<file path="config.mk">
export PLATFORM = sky130hd
export DESIGN_NAME = i2c_target_regs
export DESIGN_NICKNAME = d
export VERILOG_FILES = /design/src/rtl/i2c_target_regs_pkg.sv /design/src/rtl/i2c_target_regs_bus_sync.sv /design/src/rtl/i2c_target_regs.sv
export SDC_FILE = /design/constraint.sdc
export NUM_CORES = 1
export LEC_CHECK = 0
export BUFFER_PORTS_ARGS = -buffer_cell sky130_fd_sc_hd__buf_2
export CORE_MARGIN = 5
export CORE_UTILIZATION = 35
export CTS_BUF_LIST = sky130_fd_sc_hd__clkbuf_8
export CTS_CLUSTER_SIZE = 28
export DETAILED_ROUTE_END_ITERATION = 8
export SYNTH_ARGS = -nofsm -noshare
export SYNTH_HDL_FRONTEND = slang
export SYNTH_SLANG_ARGS = --single-unit
</file>
<file path="constraint.sdc">
create_clock -name clk -period 6.35 [get_ports clk]
set_input_delay 1.27 -clock clk [delete_from_list [all_inputs] [get_ports clk]]
set_output_delay 1.27 -clock clk [all_outputs]
set_load 0.05 [all_outputs]
</file>
<file path="src/rtl/i2c_target_regs_pkg.sv">
// -----------------------------------------------------------------------------
// i2c_target_regs_pkg
// Shared definitions for the I2C target register port: FSM state encoding and
// bus-level ACK/NACK / read-write bit constants. The controller side can import
// the same package so both ends agree on bit meanings.
// -----------------------------------------------------------------------------
package i2c_target_regs_pkg;

   typedef enum logic [3:0] {
      ST_IDLE      = 4'd0,
      ST_ADDR      = 4'd1,
      ST_ADDR_ACK  = 4'd2,
      ST_PTR       = 4'd3,
      ST_PTR_ACK   = 4'd4,
      ST_WDATA     = 4'd5,
      ST_WDATA_ACK = 4'd6,
      ST_RDATA     = 4'd7,
      ST_RDATA_ACK = 4'd8,
      ST_IGNORE    = 4'd9
   } state_t;

   localparam logic C_ACK     = 1'b0;   // SDA level meaning acknowledge
   localparam logic C_NACK    = 1'b1;   // SDA level meaning not-acknowledge
   localparam logic C_RW_READ = 1'b1;   // R/W bit value for a read transfer

endpackage

</file>
<file path="src/rtl/i2c_target_regs_bus_sync.sv">
// -----------------------------------------------------------------------------
// i2c_target_regs_bus_sync
// Brings asynchronous SCL/SDA into the clk domain (2-FF synchronizer plus a
// previous-sample register) and derives SCL edges and START/STOP conditions.
// Ports:
//   clk, aresetn      clock, async active-low reset
//   scl_i, sda_i      raw bus lines
//   sda               synchronized SDA level
//   scl_rise/scl_fall 1-cycle SCL edge pulses
//   start/stop        1-cycle START (SDA fall, SCL high) / STOP (SDA rise, SCL high)
// -----------------------------------------------------------------------------
module i2c_target_regs_bus_sync (
   input  logic clk,
   input  logic aresetn,
   input  logic scl_i,
   input  logic sda_i,
   output logic sda,
   output logic scl_rise,
   output logic scl_fall,
   output logic start,
   output logic stop
);

   logic scl_m, scl_s, scl_p;
   logic sda_m, sda_s, sda_p;

   // Reset to the idle-bus level (both high) so leaving reset never fakes an edge.
   always_ff @(posedge clk or negedge aresetn) begin
      if (!aresetn) begin
         scl_m <= 1'b1;
         scl_s <= 1'b1;
         scl_p <= 1'b1;
         sda_m <= 1'b1;
         sda_s <= 1'b1;
         sda_p <= 1'b1;
      end else begin
         scl_m <= scl_i;
         scl_s <= scl_m;
         scl_p <= scl_s;
         sda_m <= sda_i;
         sda_s <= sda_m;
         sda_p <= sda_s;
      end
   end

   assign sda      = sda_s;
   assign scl_rise = scl_s & ~scl_p;
   assign scl_fall = ~scl_s & scl_p;
   // SCL must be high in both samples so an SDA change at an SCL edge is not a condition.
   assign start    = sda_p & ~sda_s & scl_s & scl_p;
   assign stop     = ~sda_p & sda_s & scl_s & scl_p;

endmodule

</file>
<file path="src/rtl/i2c_target_regs.sv">
// -----------------------------------------------------------------------------
// i2c_target_regs
// I2C target with a byte-addressed register port. A write transfer's first data
// byte loads the register pointer; further bytes are written at the pointer with
// auto-increment. A read transfer returns bytes from the pointer, auto-increment.
// No clock stretching, 7-bit addressing only.
// Ports:
//   clk, aresetn             clock, async active-low reset
//   I2C_SCL_I, I2C_SDA_I     bus inputs (asynchronous to clk)
//   I2C_SDA_O, I2C_SDA_OE    open-drain drive: O is always 0, OE=1 pulls SDA low
//   reg_addr_o               register pointer
//   reg_wdata_o, reg_wr_o    write byte and 1-cycle write strobe
//   reg_rdata_i, reg_rd_o    combinational read data for reg_addr_o; 1-cycle
//                            strobe in the cycle after the byte was captured,
//                            reg_addr_o still showing the captured address
//   busy_o                   addressed transfer in progress
//   state_o                  FSM state, for observation
// Strobes are single-cycle pulses with no back-pressure: user logic must accept
// reg_wr_o and service reg_rdata_i in the same cycle. The pointer advances in
// the cycle after each strobe.
// -----------------------------------------------------------------------------
module i2c_target_regs
   import i2c_target_regs_pkg::*;
#(
   parameter logic [6:0] C_TARGET_ADDR = 7'h50,
   parameter int         C_PTR_WIDTH   = 4
) (
   input  logic                   clk,
   input  logic                   aresetn,
   input  logic                   I2C_SCL_I,
   input  logic                   I2C_SDA_I,
   output logic                   I2C_SDA_O,
   output logic                   I2C_SDA_OE,
   output logic [C_PTR_WIDTH-1:0] reg_addr_o,
   output logic [7:0]             reg_wdata_o,
   output logic                   reg_wr_o,
   input  logic [7:0]             reg_rdata_i,
   output logic                   reg_rd_o,
   output logic                   busy_o,
   output state_t                 state_o
);

   localparam logic [C_PTR_WIDTH-1:0] C_PTR_ONE = 1;

   logic sda, scl_rise, scl_fall, start, stop;

   i2c_target_regs_bus_sync u_sync (
      .clk      (clk),
      .aresetn  (aresetn),
      .scl_i    (I2C_SCL_I),
      .sda_i    (I2C_SDA_I),
      .sda      (sda),
      .scl_rise (scl_rise),
      .scl_fall (scl_fall),
      .start    (start),
      .stop     (stop)
   );

   state_t                 state, state_n;
   logic [2:0]             bit_cnt, bit_cnt_n;
   logic [7:0]             shift, shift_n;
   logic [C_PTR_WIDTH-1:0] ptr, ptr_n;
   logic                   phase, phase_n;   // second half of an ACK slot / last read bit sent
   logic                   rw, rw_n;
   logic                   oe, oe_n;
   logic                   wr, wr_n;
   logic                   rd, rd_n;
   logic [7:0]             wdata, wdata_n;
   logic                   busy, busy_n;
   logic [7:0]             byte_in;

   always_ff @(posedge clk or negedge aresetn) begin
      if (!aresetn) begin
         state   <= ST_IDLE;
         bit_cnt <= '0;
         shift   <= '0;
         ptr     <= '0;
         phase   <= 1'b0;
         rw      <= 1'b0;
         oe      <= 1'b0;
         wr      <= 1'b0;
         rd      <= 1'b0;
         wdata   <= '0;
         busy    <= 1'b0;
      end else begin
         state   <= state_n;
         bit_cnt <= bit_cnt_n;
         shift   <= shift_n;
         ptr     <= ptr_n;
         phase   <= phase_n;
         rw      <= rw_n;
         oe      <= oe_n;
         wr      <= wr_n;
         rd      <= rd_n;
         wdata   <= wdata_n;
         busy    <= busy_n;
      end
   end

   assign byte_in = {shift[6:0], sda};

   always_comb begin
      state_n   = state;
      bit_cnt_n = bit_cnt;
      shift_n   = shift;
      phase_n   = phase;
      rw_n      = rw;
      oe_n      = oe;
      wr_n      = 1'b0;
      rd_n      = 1'b0;
      wdata_n   = wdata;
      busy_n    = busy;
      // The pointer steps once after every strobe, which keeps reg_addr_o
      // stable for the whole strobe cycle.
      ptr_n     = (wr || rd) ? ptr + C_PTR_ONE : ptr;

      if (stop) begin
         state_n = ST_IDLE;
         oe_n    = 1'b0;
         busy_n  = 1'b0;
         phase_n = 1'b0;
      end else if (start) begin
         state_n   = ST_ADDR;
         bit_cnt_n = '0;
         phase_n   = 1'b0;
         oe_n      = 1'b0;
      end else begin
         unique case (state)
            ST_ADDR, ST_PTR, ST_WDATA: begin
               if (scl_rise) begin
                  shift_n   = byte_in;
                  bit_cnt_n = bit_cnt + 3'd1;
                  if (bit_cnt == 3'd7) begin
                     if (state == ST_ADDR) begin
                        if (byte_in[7:1] == C_TARGET_ADDR) begin
                           state_n = ST_ADDR_ACK;
                           busy_n  = 1'b1;
                           rw_n    = byte_in[0];
                        end else begin
                           state_n = ST_IGNORE;
                           busy_n  = 1'b0;
                        end
                     end else if (state == ST_PTR) begin
                        ptr_n   = byte_in[C_PTR_WIDTH-1:0];
                        state_n = ST_PTR_ACK;
                     end else begin
                        wdata_n = byte_in;
                        wr_n    = 1'b1;
                        state_n = ST_WDATA_ACK;
                     end
                  end
               end
            end

            // First SCL fall: pull SDA for the ACK. Second fall: release
            // (write) or capture the first read byte and drive its MSB.
            ST_ADDR_ACK, ST_PTR_ACK, ST_WDATA_ACK: begin
               if (scl_fall) begin
                  if (!phase) begin
                     oe_n    = 1'b1;
                     phase_n = 1'b1;
                  end else begin
                     phase_n   = 1'b0;
                     bit_cnt_n = '0;
                     if (state == ST_ADDR_ACK && rw == C_RW_READ) begin
                        shift_n = {reg_rdata_i[6:0], 1'b0};
                        oe_n    = ~reg_rdata_i[7];
                        rd_n    = 1'b1;
                        state_n = ST_RDATA;
                     end else begin
                        oe_n    = 1'b0;
                        state_n = (state == ST_ADDR_ACK) ? ST_PTR : ST_WDATA;
                     end
                  end
               end
            end

            // shift[7] holds the next bit to put on the bus; phase marks
            // that the 8th bit has been clocked out.
            ST_RDATA: begin
               if (scl_rise) begin
                  bit_cnt_n = bit_cnt + 3'd1;
                  if (bit_cnt == 3'd7) phase_n = 1'b1;
               end else if (scl_fall) begin
                  if (phase) begin
                     oe_n    = 1'b0;
                     phase_n = 1'b0;
                     state_n = ST_RDATA_ACK;
                  end else begin
                     oe_n    = ~shift[7];
                     shift_n = {shift[6:0], 1'b0};
                  end
               end
            end

            ST_RDATA_ACK: begin
               if (scl_rise) begin
                  if (sda == C_NACK) begin
                     state_n = ST_IGNORE;
                     busy_n  = 1'b0;
                  end else begin
                     phase_n = 1'b1;
                  end
               end else if (scl_fall && phase) begin
                  phase_n   = 1'b0;
                  bit_cnt_n = '0;
                  shift_n   = {reg_rdata_i[6:0], 1'b0};
                  oe_n      = ~reg_rdata_i[7];
                  rd_n      = 1'b1;
                  state_n   = ST_RDATA;
               end
            end

            default: ;   // IDLE / IGNORE wait for START
         endcase
      end
   end

   assign I2C_SDA_O   = 1'b0;
   assign I2C_SDA_OE  = oe;
   assign reg_addr_o  = ptr;
   assign reg_wdata_o = wdata;
   assign reg_wr_o    = wr;
   assign reg_rd_o    = rd;
   assign busy_o      = busy;
   assign state_o     = state;

endmodule

</file>
* Word-level counts from Yosys, hierarchy flattened
Index checks and enable logic that the tools add are counted.
** Operators by class
- $add $sub $neg :: 2
- Multipliers :: 0
- Divide/modulo/power cells :: 0
- $lt $le $gt $ge :: 0
- Eq/ne operators :: 44
- Shift-type cells :: 0
- Muxes and demuxes :: 89
- Bitwise operators :: 18
- Reductions and logical operators :: 19
** Operators with widths (number)
- 2-to-1 mux 4 bit :: 22
- 2-to-1 mux 8 bit :: 9
- 2-to-1 mux 1 bit :: 42
- != test 4 bit (second input constant) :: 9
- one-hot mux 8 bit (4 select lines) :: 1
- AND reduction 7 bit :: 4
- 2-to-1 mux 3 bit :: 8
- != test 3 bit (second input constant) :: 8
- != test 5 bit (second input constant) :: 4
- != test 2 bit (second input constant) :: 9
- equality test 4 x 3 -> 1 bit (second input constant) :: 4
- one-hot mux 4 bit (4 select lines) :: 1
- AND reduction 12 bit :: 1
- AND reduction 6 bit :: 2
- inverter 1 bit :: 10
- AND reduction 10 bit :: 1
- one-hot mux 3 bit (3 select lines) :: 1
- AND 1 bit :: 8
- equality test 4 x 2 -> 1 bit (second input constant) :: 2
- nonzero test 4 bit :: 2
- equality test 7 bit (second input constant) :: 1
- one-hot mux 1 bit (3 select lines) :: 2
- nonzero test 6 bit :: 1
- OR reduction 3 bit :: 2
- 16 further kinds :: 18
** Word-level totals
- Flip-flop bits (word level) :: 39
- Latch bits :: 0
- Bits in writable memories :: 0
- Bits in read-only memories :: 0
- Input port bits :: 12
- Output and inout bits :: 21
- Word-level logic and storage cells :: 189
- Memories :: 0

* Logic depth before layout (Yosys ltp)
- Word-level depth :: 9
- Mapped depth :: 8
- Mapped depth without buffers :: 7

* Hierarchy
Synthesis repeated with hierarchy kept, for this count alone.
** Second synthesis, totals
- Cell total of the unflattened synthesis :: 223
- Area total of the unflattened synthesis :: 2233.4 µm²
** Modules (own cells, without submodules)
- i2c_target_regs :: instances 1, cells an instance 213, area an instance 2043.2 µm², seq. area each 825.8 µm²
- i2c_target_regs_bus_sync :: instances 1, cells an instance 10, area an instance 190.2 µm², seq. area each 157.7 µm²

* Worst setup path after synthesis
No wires, ideal clock.
- Path type :: flip-flop to flip-flop
- Start point :: register state[1] (netlist: state_o[1])
- End point :: register shift[1]
- Library setup time :: 0.125 ns
- Data arrival time :: 2.187 ns
- Required time :: 6.225 ns
- Path slack :: 4.038 ns
- Stages on the path, launching flop included :: 7
- Buffers on the path :: 2
- Period minus slack after synthesis :: 2.312 ns
- Cell sequence :: dfrtp_1 buf_6 clkbuf_1 o21a_1 nor3_2 mux2_2 mux2_2
** Between the ends
- Cells in the longest elaborated chain, start to end :: 4
- Elaborated cells on any way between the ends :: 23
- Those cells by class :: eq/ne: 17; mux: 1; reduce/logical: 5
** RTL lines
- start: declaration :: line i2c_target_regs.sv:59 : state_t state, state_n;
- start signal: assignment :: line i2c_target_regs.sv:86 : state <= state_n;
- equality test 4 x 2 -> 1 bit, or another cell as far along :: line i2c_target_regs.sv:128, i2c_target_regs.sv:165
- OR reduction 3 bit / logical AND 1 bit (equally long branches) :: line i2c_target_regs.sv:128, i2c_target_regs.sv:165
- nonzero test 4 bit (no line) / != test 2 bit (equally long branches)
- AND reduction 12 bit (no line)
- end signal: assignment :: line i2c_target_regs.sv:88 : shift <= shift_n;
- end: declaration :: line i2c_target_regs.sv:61 : logic [7:0] shift, shift_n;
Several ways; a longest one is shown, not always the timed one.
A chain may end at the register's enable or synchronous reset.

* Worst setup path in the final report
- Start point :: register state[3] (netlist: state_o[3])
- End point :: output state_o[3]
** RTL lines
- end: declaration :: line i2c_target_regs.sv:40 : output state_t state_o
No word-level cell between the ends.

==> flow_metrics.py <==
metrics = {
    "cells_and_area": {
        "fin_nets": 258,
        "final_cell_count_no_fill": 319,
        "final_core_util_pct": 39.9,
        "antenna-diode-count": 0,
        "fillers": 650,
        "drive_above_1_share_pct": 32.6,
        "syn_to_final_growth_pct": 11.4,
    },
    "clock_tree": {
        "clkTransAtPathRegs_ns": 0.07,
        "clkLatencyLatePin_ns": 0.29,
        "htreeDepth": 2,
        "cts_tree": "yes",
        "clockBufferDepth": 2,
        "post_cts_buffers": 0,
        "numCtsBuffers": 5,
        "cts_hold_buf": 0,
        "post_cts_resized": 0,
        "cts.sinks": 39,
        "cts-root-buf": "clkbuf_8",
    },
    "die": {
        "die_h_um": 90.4,
        "fp.coreArea_um2": 6310,
        "pin_count": 33,
        "die_w_um": 90.4,
        "fp-row-count": 29,
        "start_util_pct": 35.8,
        "die-area_um2": 8160,
    },
    "critical_path": {
        "worstSetupStartpointType": "flip-flop",
        "cpPeakStageDelay_ns": 0.73,
        "reg2reg_slack_ns": 3.89,
        "endpoint_kind": "output pin",
        "cp_max_fo": 21,
        "criticalPathCategory": "reg -> out",
        "required_ns": 5.08,
        "cp_cell_sequence": "buf_2",
        "crit_arrival_ns": 1.39,
        "path_buf_inv": 1,
        "cp_top_family": "flip-flops",
        "critPathSlowestCell": "dfrtp_1",
    },
    "synth": {
        "synth_area_um2": 2260,
        "avgSynthCellArea_um2": 10.4,
        "ys_seq_area_share_pct": 43.5,
        "yosys.cell_types.count": 57,
        "synth_flop_cell": "dfrtp_1",
        "syn-num-nets": 234,
        "synth_edf_count": 0,
        "ys_seq_elements": 39,
        "async_reset_ff_share_pct": 100,
        "synth.area.top_cells": "dfrtp_1 (37%), mux2_2 (13%), dfstp_2 (7.0%)",
        "synth_top_area_share_pct": 36.5,
        "postSynthCellCount": 217,
        "synth_warnings": 0,
        "yosys.area.top_type": "dfrtp_1",
    },
    "detailed_routing": {
        "dr.pass1.iters": 4,
        "drc": 0,
        "routedWlPerCell_um": 17.0,
        "wl_mm": 5.41,
        "vias_per_cell": 5.56,
        "num_vias": 1773,
        "antenna_left": 0,
        "first_iter_violations": 177,
    },
    "timing": {
        "slew_headroom_pct": 42.4,
        "tightest_slew_ns": 0.864,
        "finClkSkew_ns": 0.00712,
        "tns_ns": 0,
        "hold_slack_ns": 0.359,
        "finalCriticalPeriod_ns": 2.66,
        "grt_setup_unrepaired": "false",
        "max_freq_mhz": 376,
        "setup_viol": 0,
        "post-route-period-util_pct": 41.9,
        "hold_viol_final": 0,
        "drv_slew": 0,
    },
    "global_route": {
        "top_usage_layer": "met2",
        "grtUsageMet3_pct": 3.42,
        "grt_max_degree": 40,
        "met1_usage_pct": 17.4,
        "track_usage_pct": 13.3,
        "grt_pass1_vias": 1835,
        "grt_pass1_wl_mm": 9.00,
        "use_met2_pct": 22.0,
        "antenna_found_initial": 0,
        "grt_remaining_overflow": 0,
    },
    "placed_design": {
        "dp.cells": 311,
        "place_congestion": 0.959,
        "port-buffer-count": 31,
        "dp_hpwl_mm": 3.93,
    },
    "status": {
        "status": "completed",
    },
    "pwr": {
        "p_per_area_nw_per_um2": 426,
        "finalPower_mw": 1.07,
        "irDropWorstVdd_v": 0.000199,
        "p_leak_nw": 1.19,
    },
    "run": {
        "maxCapViolCount": 0,
    },
    "hold_path": {
        "hold_path_class": "reg -> reg",
    },
}
==> report_power, final <==
part	internal (mW)	total [mW]	switching, mW
combinational	0.221	0.506	0.285
sequential	0.306	0.411	0.104
clock	0.0739	0.157	0.0828
==> Yosys cell counts, drive strengths merged (2+ instances only) <==
cell and instances:
dfrtp 33, mux2 26, nand2 14, nor2 14
a21oi 13, o21ai 11, inv 9, buf 8
clkbuf 7, dfstp 6, a211oi 5, ha 5
nand3 5, nor3 5, nand3b 4, a22o 3
nand4b 3, o32ai 3, a21o 2, a31o 2
a31oi 2, and4b 2, mux2i 2, nor3b 2
o211a 2, o21bai 2, or4b 2, xnor2 2
xor2 2
==> cell type report <==
cell class | count | area [um2] | share of cell area [%]
Multi-Input combinational cell | 154 | 1160 | 46.1
Timing Repair Buffer | 32 | 163 | 6.46
Clock inverter | 3 | 12.5 | 0.497
Sequential cell | 39 | 983 | 39.1
Tap cell | 77 | 96.3 | 3.83
Clock buffer | 5 | 68.8 | 2.73
Inverter | 9 | 33.8 | 1.34
==> routing by layer <==
metal  vias up  wire length, um
met2        59             2530
met3         6              348
met5         -                0
met4         0               54
li1        846                -
met1       862             2480
==> cells in the final DEF, fill, tap and decap left out, types with 3 or more instances in the layout <==
master / netlist / layout
nand4b_1: 3 / 3
a211oi_1: 5 / 5
dfrtp_1: 33 / 33
inv_1: 9 / 11
a21oi_1: 13 / 13
dfstp_2: 6 / 6
clkbuf_8: 0 / 5
buf_2: 3 / 31
nor3_1: 4 / 4
a22o_1: 3 / 3
mux2_2: 26 / 26
ha_1: 5 / 5
nor2_1: 14 / 14
nand2_1: 14 / 14
o21ai_0: 10 / 10
nand3_1: 5 / 5
nand3b_1: 4 / 4
==> cell families after synthesis <==
logic type      after synthesis  share of synthesized area [%]
compound gates               55                           17.4
xor+xnor                      4                           1.55
fa+ha+maj                     5                           2.77
buf+inv                      24                           5.15
flops                        39                           43.5
mux                          28                           13.8
other cells                   1                          0.166
simple gates                 61                           15.6
==> per-stage QoR <==
stage	worst slack [ns]	area, um2
after CTS	3.71	2520
final	3.69	2520
after global placement	3.86	2440
after detailed placement	3.93	2440
after floorplan	4.04	2260
after global routing	3.62	2520
==> final timing paths <==
path | end | start | depth (start not counted)
hold reg to reg | u_sync.scl_s | u_sync.scl_m | 0
hold / removal | u_sync.scl_s | u_sync.scl_m | 0
max in group asynchronous | rw | aresetn | 1
setup / recovery | state_o[3] | state_o[3] | 1
setup reg to reg | reg_wdata_o[6] | u_sync.scl_s | 4
min in group asynchronous | phase | aresetn | 1
==> flip-flops by register name, summed over array words and instances (netlist names) <==
register	count
u_sync.sda	1
u_sync.scl_p	1
phase	1
u_sync.scl_m	1
reg_wr_o	1
u_sync.sda_m	1
state_o	4
reg_wdata_o	8
I2C_SDA_OE	1
bit_cnt	3
u_sync.sda_p	1
busy_o	1
u_sync.scl_s	1
reg_addr_o	4
rw	1
shift	8
reg_rd_o	1
No activity file was read; power rests on OpenSTA's default activity.
